--- src/rtl/pipe_reg_de.sv ---
// Decode-to-execute pipeline register with hazard-unit stall/flush hooks.
// Latency: 1 cycle from CtrlD/DataD/ValidD to CtrlE/DataE/ValidE.
// Backpressure: StallE holds all state, FlushE inserts a zeroed bubble and wins over StallE.
//
// Ports:
//   clk, rst          : clock and synchronous active-high reset
//   StallE, FlushE    : hazard-unit hold and bubble requests (priority rst > FlushE > StallE > load)
//   ValidD/CtrlD/DataD: decode-stage instruction (valid, packed control, packed data)
//   ValidE/CtrlE/DataE: registered execute-stage instruction
//   StallCntE/FlushCntE: saturating stall/flush cycle counters, present only
//                        when the PIPE_REG_PERF_EN macro is defined
//
// Optional feature macro: PIPE_REG_PERF_EN (adds CNT_W parameter and the counters).
module pipe_reg_de #(
    parameter int CTRL_W = 10,
    parameter int DATA_W = 165
`ifdef PIPE_REG_PERF_EN
    ,
    parameter int CNT_W  = 32
`endif
) (
    input  logic              clk,
    input  logic              rst,
    input  logic              StallE,
    input  logic              FlushE,
    input  logic              ValidD,
    input  logic [CTRL_W-1:0] CtrlD,
    input  logic [DATA_W-1:0] DataD,
    output logic              ValidE,
    output logic [CTRL_W-1:0] CtrlE,
    output logic [DATA_W-1:0] DataE
`ifdef PIPE_REG_PERF_EN
    ,
    output logic [CNT_W-1:0]  StallCntE,
    output logic [CNT_W-1:0]  FlushCntE
`endif
);

    // Main pipeline state. Flush is checked before stall so that a combined
    // load-use + taken-branch request always produces a bubble.
    always_ff @(posedge clk) begin
        if (rst) begin
            ValidE <= 1'b0;
            CtrlE  <= '0;
            DataE  <= '0;
        end else if (FlushE) begin
            ValidE <= 1'b0;
            CtrlE  <= '0;
            DataE  <= '0;
        end else if (!StallE) begin
            ValidE <= ValidD;
            // Squash control of an invalid decode slot so that RegWrite and
            // MemWrite can never fire downstream; data is passed untouched.
            CtrlE  <= ValidD ? CtrlD : '0;
            DataE  <= DataD;
        end
        // StallE=1, FlushE=0: hold everything, including a bubble.
    end

`ifdef PIPE_REG_PERF_EN
    // Counters saturate at all-ones rather than wrapping so a long run never
    // reports a misleadingly small number.
    always_ff @(posedge clk) begin
        if (rst) begin
            StallCntE <= '0;
            FlushCntE <= '0;
        end else begin
            if (FlushE && (FlushCntE != {CNT_W{1'b1}})) begin
                FlushCntE <= FlushCntE + 1'b1;
            end
            // A stall that coincides with a flush is not counted as a stall.
            if (StallE && !FlushE && (StallCntE != {CNT_W{1'b1}})) begin
                StallCntE <= StallCntE + 1'b1;
            end
        end
    end
`endif

endmodule

--- config.mk ---
export PLATFORM = sky130hd
export DESIGN_NAME = pipe_reg_de
export DESIGN_NICKNAME = d
export VERILOG_FILES = /design/src/rtl/pipe_reg_de.sv
export SDC_FILE = /design/constraint.sdc
export NUM_CORES = 1
export LEC_CHECK = 0
export CORE_ASPECT_RATIO = 1.1
export CORE_MARGIN = 2
export CORE_UTILIZATION = 35
export DETAILED_ROUTE_END_ITERATION = 10
export PLACE_DENSITY_LB_ADDON = 0.15
export SLEW_MARGIN = 20
export SYNTH_ARGS = -nofsm -noshare
export SYNTH_HDL_FRONTEND = slang
export SYNTH_SLANG_ARGS = --single-unit
--- constraint.sdc ---
create_clock -name clk -period 1.2 [get_ports clk]
set_input_delay 0.36 -clock clk [delete_from_list [all_inputs] [get_ports clk]]
set_output_delay 0.36 -clock clk [all_outputs]
set_load 0.01 [all_outputs]
==> impl_metrics.csv, run 1 <==
group,metric,value,unit
detailed_routing,wl_per_cell,16.3,um
detailed_routing,num_vias,5432,
floorplan,die_area,19400,sq um
sta,worstMarginPinSlew,248,ps
critical_path,critical_path.top_delay_family,"flip-flops",
critical_path,critPathRequiredTime,840,ps
clock_network,tritoncts,"built",
place,port_buffers,355,
run_status,violations,"negative setup slack",
sta,finalHoldViolations,0,
detailed_routing,postRouteWirelength,19.7,mm
grt,grt_overflow_total,0,
clock_network,cts_hold_buf,0,
job,max_cap_violations,0,
detailed_routing,drt_first_iter_violations,190,
finish,layout_commonest_cell,"clkdlybuf4s50_1",
synthesis,synth_area,6400,sq um
sta,final-max-slew-violation-count,0,
place,dp_cells,1153,
clock_network,cts_htree_levels,4,
grt,grt_max_degree,58,
detailed_routing,first_pass_iters,4,
finish,fin_area,11400,sq um
place,dp_hpwl,14.7,mm
synthesis,ys_types,12,
clock_network,cts_sinks,176,
critical_path,slowest_stage,"dfxtp_2",
floorplan,coreArea,17800,sq um
grt,grt_util_all_layers,19.9,%
floorplan,fp.dieW,133,um
synthesis,syn_area_per_cell,11.0,sq um
sta,rsz0062_at_grt,"yes",
place,place_area,10100,sq um
clock_network,clk_pin_slew,70,ps
floorplan,ioPinCount,356,
clock_network,insertion_delay,420,ps
sta,worst_slack,-53.2,ps
run_status,status,"finished with violations",
synthesis,synthCells,581,
critical_path,critPathMaxStageDelay,370,ps
synthesis,yosysWarnings,0,
floorplan,die_y,146,um
clock_network,clock_path_buffers,2,
detailed_routing,drcViolationCount,0,
critical_path,worstPathMaxFanout,2,
critical_path,crit_type,"flip-flop to primary output",
critical_path,path_cells,"buf_6",
clock_network,cts_buffers,17,
sta,slew-limit-headroom,83.5,%
synthesis,synth_seq_cells,176,
power,power-per-cell-area,1190,nW/um^2
sta,setup_viol,176,
synthesis,synth_fp_nets,761,
place,finalWeightedCongestion,0.788,
power,ir_worst_vdd,838,uV
finish,syn2layout_area_growth,77.3,%
critical_path,critPathCaptureType,"primary output",
sta,finClkSkew,0,ps
grt,antenna_found_initial,0,
critical_path,crit_path_start_kind,"flip-flop",
sta,finalHoldWorstSlack,424,ps
grt,grt_pass1_wl,30.3,mm
power,leakagePower,5.09,nW
synthesis,yosysSeqAreaShare,55.0,%
detailed_routing,vias_per_cell,4.48,
sta,fmax,798,MHz
finish,layout_common_cells,"178 x clkdlybuf4s50_1, 176 x dfxtp_2, 176 x buf_6",
finish,layout.nets,1142,
grt,first_global_vias,5621,
sta,fin_crit,1250,ps
sta,period_share,104,%
critical_path,crit_buf_inv,1,
detailed_routing,ant_nets,0,
floorplan,rows,51,
min_path,hold_path_class,"primary input to flip-flop",
clock_network,cts_root_buf,"clkbuf_16",
finish,instances_no_fill,1213,
floorplan,start_util,36.0,%
critical_path,critPathArrivalTime,890,ps
finish,n_antenna_cell,0,
finish,drive_gt1_share,45.5,%
## tightest hold or removal path, stage by stage
cell and delay (ps):
buf_8 140, buf_12 180, nand2_1 60, a21oi_1 50
## synthesized netlist by cell type, drive strengths merged
library cell / count / area share [%]
mux2i: 166 / 26
buf: 38 / 6.0
or2: 1 / 0.098
dfxtp: 176 / 55
clkbuf: 4 / 0.23
nand3b: 10 / 1.2
a21oi: 10 / 0.78
nand2: 10 / 0.59
nor2: 166 / 10
## cell type report
| class | instances | area, sq um |
|---|---|---|
| fill | 1366 | 6450 |
| timing repair buffer | 404 | 4260 |
| sequential | 176 | 3740 |
| multi-input combinational | 363 | 2480 |
| clock buffer | 19 | 443 |
| tap | 238 | 298 |
| clock inverter | 13 | 130 |
## kinds of logic (layout without fill, tap and decap cells)
group,count (synthesis),in the layout,share of synthesized area (%)
compound gates,10,10,0.782
simple gates,187,187,12.0
buf+inv,42,436,6.27
flops,176,176,55.0
mux,166,166,25.9
## path summary, 6_finish.rpt
check                           startpoint          to  slack [ps]  cells past startpoint
worst max-delay path            DataE[120]  DataE[120]         -50                      1
worst min-delay path                StallE    CtrlE[0]         420                      4
worst max register to register   DataE[29]   DataE[29]         320                      4
worst min register to register    CtrlE[9]    CtrlE[9]         470                      2
## registers in the layout (all words and copies together), names as in the netlist
signal and count:
ValidE 1, DataE 165, CtrlE 10
## layer usage
layer / part of all wire, % / global-route usage [%] / vias up
met3: 8.2 / 6.44 / 36
li1: - / - / 2683
met5: 0 / 0 / -
met2: 53 / 36.6 / 232
met4: 3.2 / 9.46 / 0
met1: 36 / 20.4 / 2481
## power breakdown
part / internal, W / switching, W
clock network: 0.00296 / 0.00239
logic: 0.00124 / 0.000692
registers: 0.00607 / 0.000138
total: 0.0103 / 0.00322
## repair_timing
item                       in CTS  in global routing
setup endpoints to repair     176                176
resized for setup            1071                  0
setup buffers                  17                 11
hold endpoints to repair        0                  0
gates cloned                    0                  0
## metrics by stage
step           setup TNS [ps]  setup WS [ps]  power, W  utilization, %
4_1_cts                 -7180          -78.4    0.0136            63.3
5_1_grt                 -9200          -84.3    0.0140            63.8
3_3_place_gp           -54090           -323   0.00810            56.9
3_5_place_dp           -57180           -349   0.00813            56.9
2_1_floorplan               0           62.6   0.00705               -
6_report                -3010          -53.2    0.0135            63.8
Note: power is estimated with default switching activity, not from simulation.
==> run 2: changes to the inputs <==
--- a/config.mk
+++ b/config.mk
@@ -8,6 +8,7 @@
 export CORE_ASPECT_RATIO = 1.1
 export CORE_MARGIN = 2
 export CORE_UTILIZATION = 35
+export CTS_CLUSTER_SIZE = 25
 export DETAILED_ROUTE_END_ITERATION = 10
 export PLACE_DENSITY_LB_ADDON = 0.15
 export SLEW_MARGIN = 20
==> results of run 2 <==
No change in the layout: final DEF, timing and power equal those of run 1.
==> run 3: changes to the inputs <==
--- a/config.mk
+++ b/config.mk
@@ -10,6 +10,7 @@
 export CORE_UTILIZATION = 35
 export CTS_CLUSTER_SIZE = 25
 export DETAILED_ROUTE_END_ITERATION = 10
+export GPL_TIMING_DRIVEN = 0
 export PLACE_DENSITY_LB_ADDON = 0.15
 export SLEW_MARGIN = 20
 export SYNTH_ARGS = -nofsm -noshare
==> run 3 against run 2 <==
Against the previous run: the flow still finishes with violations (negative setup slack); combinational power grew 7%; flip-flop and latch count is the same; clock-buffer cell count grew 1; clock skew is the same; via count grew 0.88%; critical path depth is the same; final cell count grew 1.3%; design area grew 3.5%; sequential power is essentially flat; die area is the same; worst setup slack gained 6.7 ps; worst hold slack gained 47 ps; critical path type unchanged; highest routed layer unchanged.
==> impl_metrics.csv, run 3 (synthesized netlist as in run 1, its figures left out) <==
group,metric,value,unit
min_path,hold_depth,2,
detailed_routing,ant_nets,0,
place,dp_cells,1173,
critical_path,worstPathMaxFanout,2,
detailed_routing,wl_per_cell,16.4,um
min_path,hold_path_class,"flip-flop to flip-flop",
critical_path,crit_type,"flip-flop to primary output",
grt,grt_util_all_layers,19.7,%
sta,setup_viol,176,
sta,fin_crit,1250,ps
floorplan,start_util,36.0,%
critical_path,critPathCaptureType,"primary output",
floorplan,die_area,19400,sq um
detailed_routing,num_vias,5480,
clock_network,cts_htree_levels,4,
power,combPwrFrac,14.5,%
place,port_buffers,354,
critical_path,slowest_stage,"dfxtp_2",
grt,grt_overflow_total,0,
finish,layout.nets,1158,
critical_path,r2r_end,"DataE[86]",
min_path,hp-start,"CtrlE[6]",
critical_path,ff2ff_path_depth,3,
grt,first_global_vias,5419,
floorplan,fp.dieW,133,um
clock_network,clk_pin_slew,70,ps
place,dp_hpwl,14.7,mm
finish,instances_no_fill,1229,
run_status,violations,"negative setup slack",
finish,layout_commonest_cell,"buf_6",
detailed_routing,postRouteWirelength,20.1,mm
grt,antenna_found_initial,0,
clock_network,clock_path_buffers,2,
sta,finClkSkew,0,ps
grt,grt_pass1_wl,29.7,mm
finish,regMostFlops,"DataE",
critical_path,cp.depth,1,
clock_network,cts_buffers,17,
power,switching_share,22.9,%
critical_path,path_cells,"buf_6",
clock_network,cts_hold_buf,0,
sta,finalHoldViolations,0,
sta,period_share,104,%
clock_network,cts_sinks,176,
power,pwr-share-seq,43.6,%
power,ir_worst_vdd,870,uV
floorplan,die_y,146,um
detailed_routing,drt_first_iter_violations,169,
power,p_switching,0.00326,W
job,max_cap_violations,0,
finish,largest_reg_flops,165,
detailed_routing,first_pass_iters,4,
finish,drive_gt1_share,49.3,%
clock_network,cts_root_buf,"clkbuf_16",
critical_path,critPathArrivalTime,890,ps
power,leakagePower,5.24,nW
critical_path,crit_buf_inv,1,
critical_path,r2r-start,"DataE[86]",
finish,n_antenna_cell,0,
power,internal-power,0.0109,W
sta,slew-limit-headroom,80.8,%
sta,final-max-slew-violation-count,0,
sta,finalSetupTns,-3510,ps
critical_path,critPathMaxStageDelay,360,ps
detailed_routing,drcViolationCount,0,
finish,layout_common_cells,"199 x buf_6, 177 x clkdlybuf4s50_1, 176 x dfxtp_2",
sta,worst_slack,-46.4,ps
min_path,hold_end,"CtrlE[6]",
critical_path,critical_path.top_delay_family,"flip-flops",
floorplan,ioPinCount,356,
finish,syn2layout_area_growth,83.5,%
finish,top_regs,"DataE (165), CtrlE (10), ValidE (1)",
clock_network,tritoncts,"built",
critical_path,crit_path_start_kind,"flip-flop",
run_status,status,"finished with violations",
floorplan,coreArea,17800,sq um
power,clkPwrFrac,41.9,%
sta,rsz0062_at_grt,"yes",
critical_path,critPathRequiredTime,840,ps
sta,fmax,802,MHz
power,power-per-cell-area,1210,nW/um^2
detailed_routing,vias_per_cell,4.46,
clock_network,insertion_delay,420,ps
critical_path,rrSetupSlack,350,ps
grt,grt_max_degree,17,
floorplan,rows,51,
place,finalWeightedCongestion,0.775,
sta,worstMarginPinSlew,279,ps
-- run 3: cell types whose count changed in the layout (fill, tap and decap cells not counted), moves of 5 or more --
cell       before  now
nor2_4          0    6
buf_12          9    3
buf_4          40   19
buf_6         176  199
buf_8           1    6
clkbuf_16      17   22
nor2_2         10   35
buf_2           0    6
nor2_1        156  125
-- run 3: worst max path at each step --
stage / startpoint / end / slack [ps]
4_1_cts: DataE[22] / DataE[22] / -70
5_1_grt: DataE[22] / DataE[22] / -80
3_5_place_dp: FlushE / DataE[2] / -460
6_report: DataE[22] / DataE[22] / -50
3_3_place_gp: FlushE / DataE[18] / -440
2_1_floorplan: StallE / DataE[100] / 60
-- run 3: power groups by stage --
stage	logic (W)	clock network, W	registers, W
after floorplan	0.000708	0	0.00634
after global placement	0.00190	0	0.00625
after detailed placement	0.00190	0	0.00625
after CTS	0.00195	0.00606	0.00620
after global routing	0.00220	0.00631	0.00622
final	0.00206	0.00595	0.00620
-- run 3: worst min-delay path, cell delays in order, from the launching register on --
cell and delay (ps):
dfxtp_2 330, nand2_1 60, a21oi_1 50
-- run 3: stage by stage --
stage | total power (W) | worst slack [ps] | util [%] | area, sq um | hold WS, ps
floorplan | 0.00705 | 62.6 | - | 6400 | 475
global placement | 0.00814 | -443 | 57.5 | 10200 | 441
detailed placement | 0.00816 | -457 | 57.5 | 10200 | 455
CTS | 0.0142 | -70.0 | 63.7 | 11300 | 464
global route | 0.0147 | -75.7 | 66.0 | 11700 | 486
finish | 0.0142 | -46.4 | 66.0 | 11700 | 471
-- run 3: what timing repair did --
item                                    in CTS  in global routing
endpoints found under the setup margin     176                292
buffers inserted                             4                 14
pin swaps                                    0                  7
gates cloned                                 0                  6
resized for setup                         1076                 58
endpoints found under the hold margin        0                  0
-- run 3: metal layers --
layer,GRT usage (%),vias to the layer above,part of all wire (%)
li1,-,2723,-
met1,20.3,2486,36
met2,35.3,239,52
met3,8.19,32,9.8
met4,8.06,0,2.6
met5,0,-,0
-- run 3: area by class of cell --
class	instances	area, sq um
Fill cell	1368	6060
Sequential cell	176	3740
Multi-Input combinational cell	363	2590
Timing Repair Buffer	378	4040
Clock inverter	12	180
Clock buffer	20	447
Tap cell	238	298
Buffer	42	455
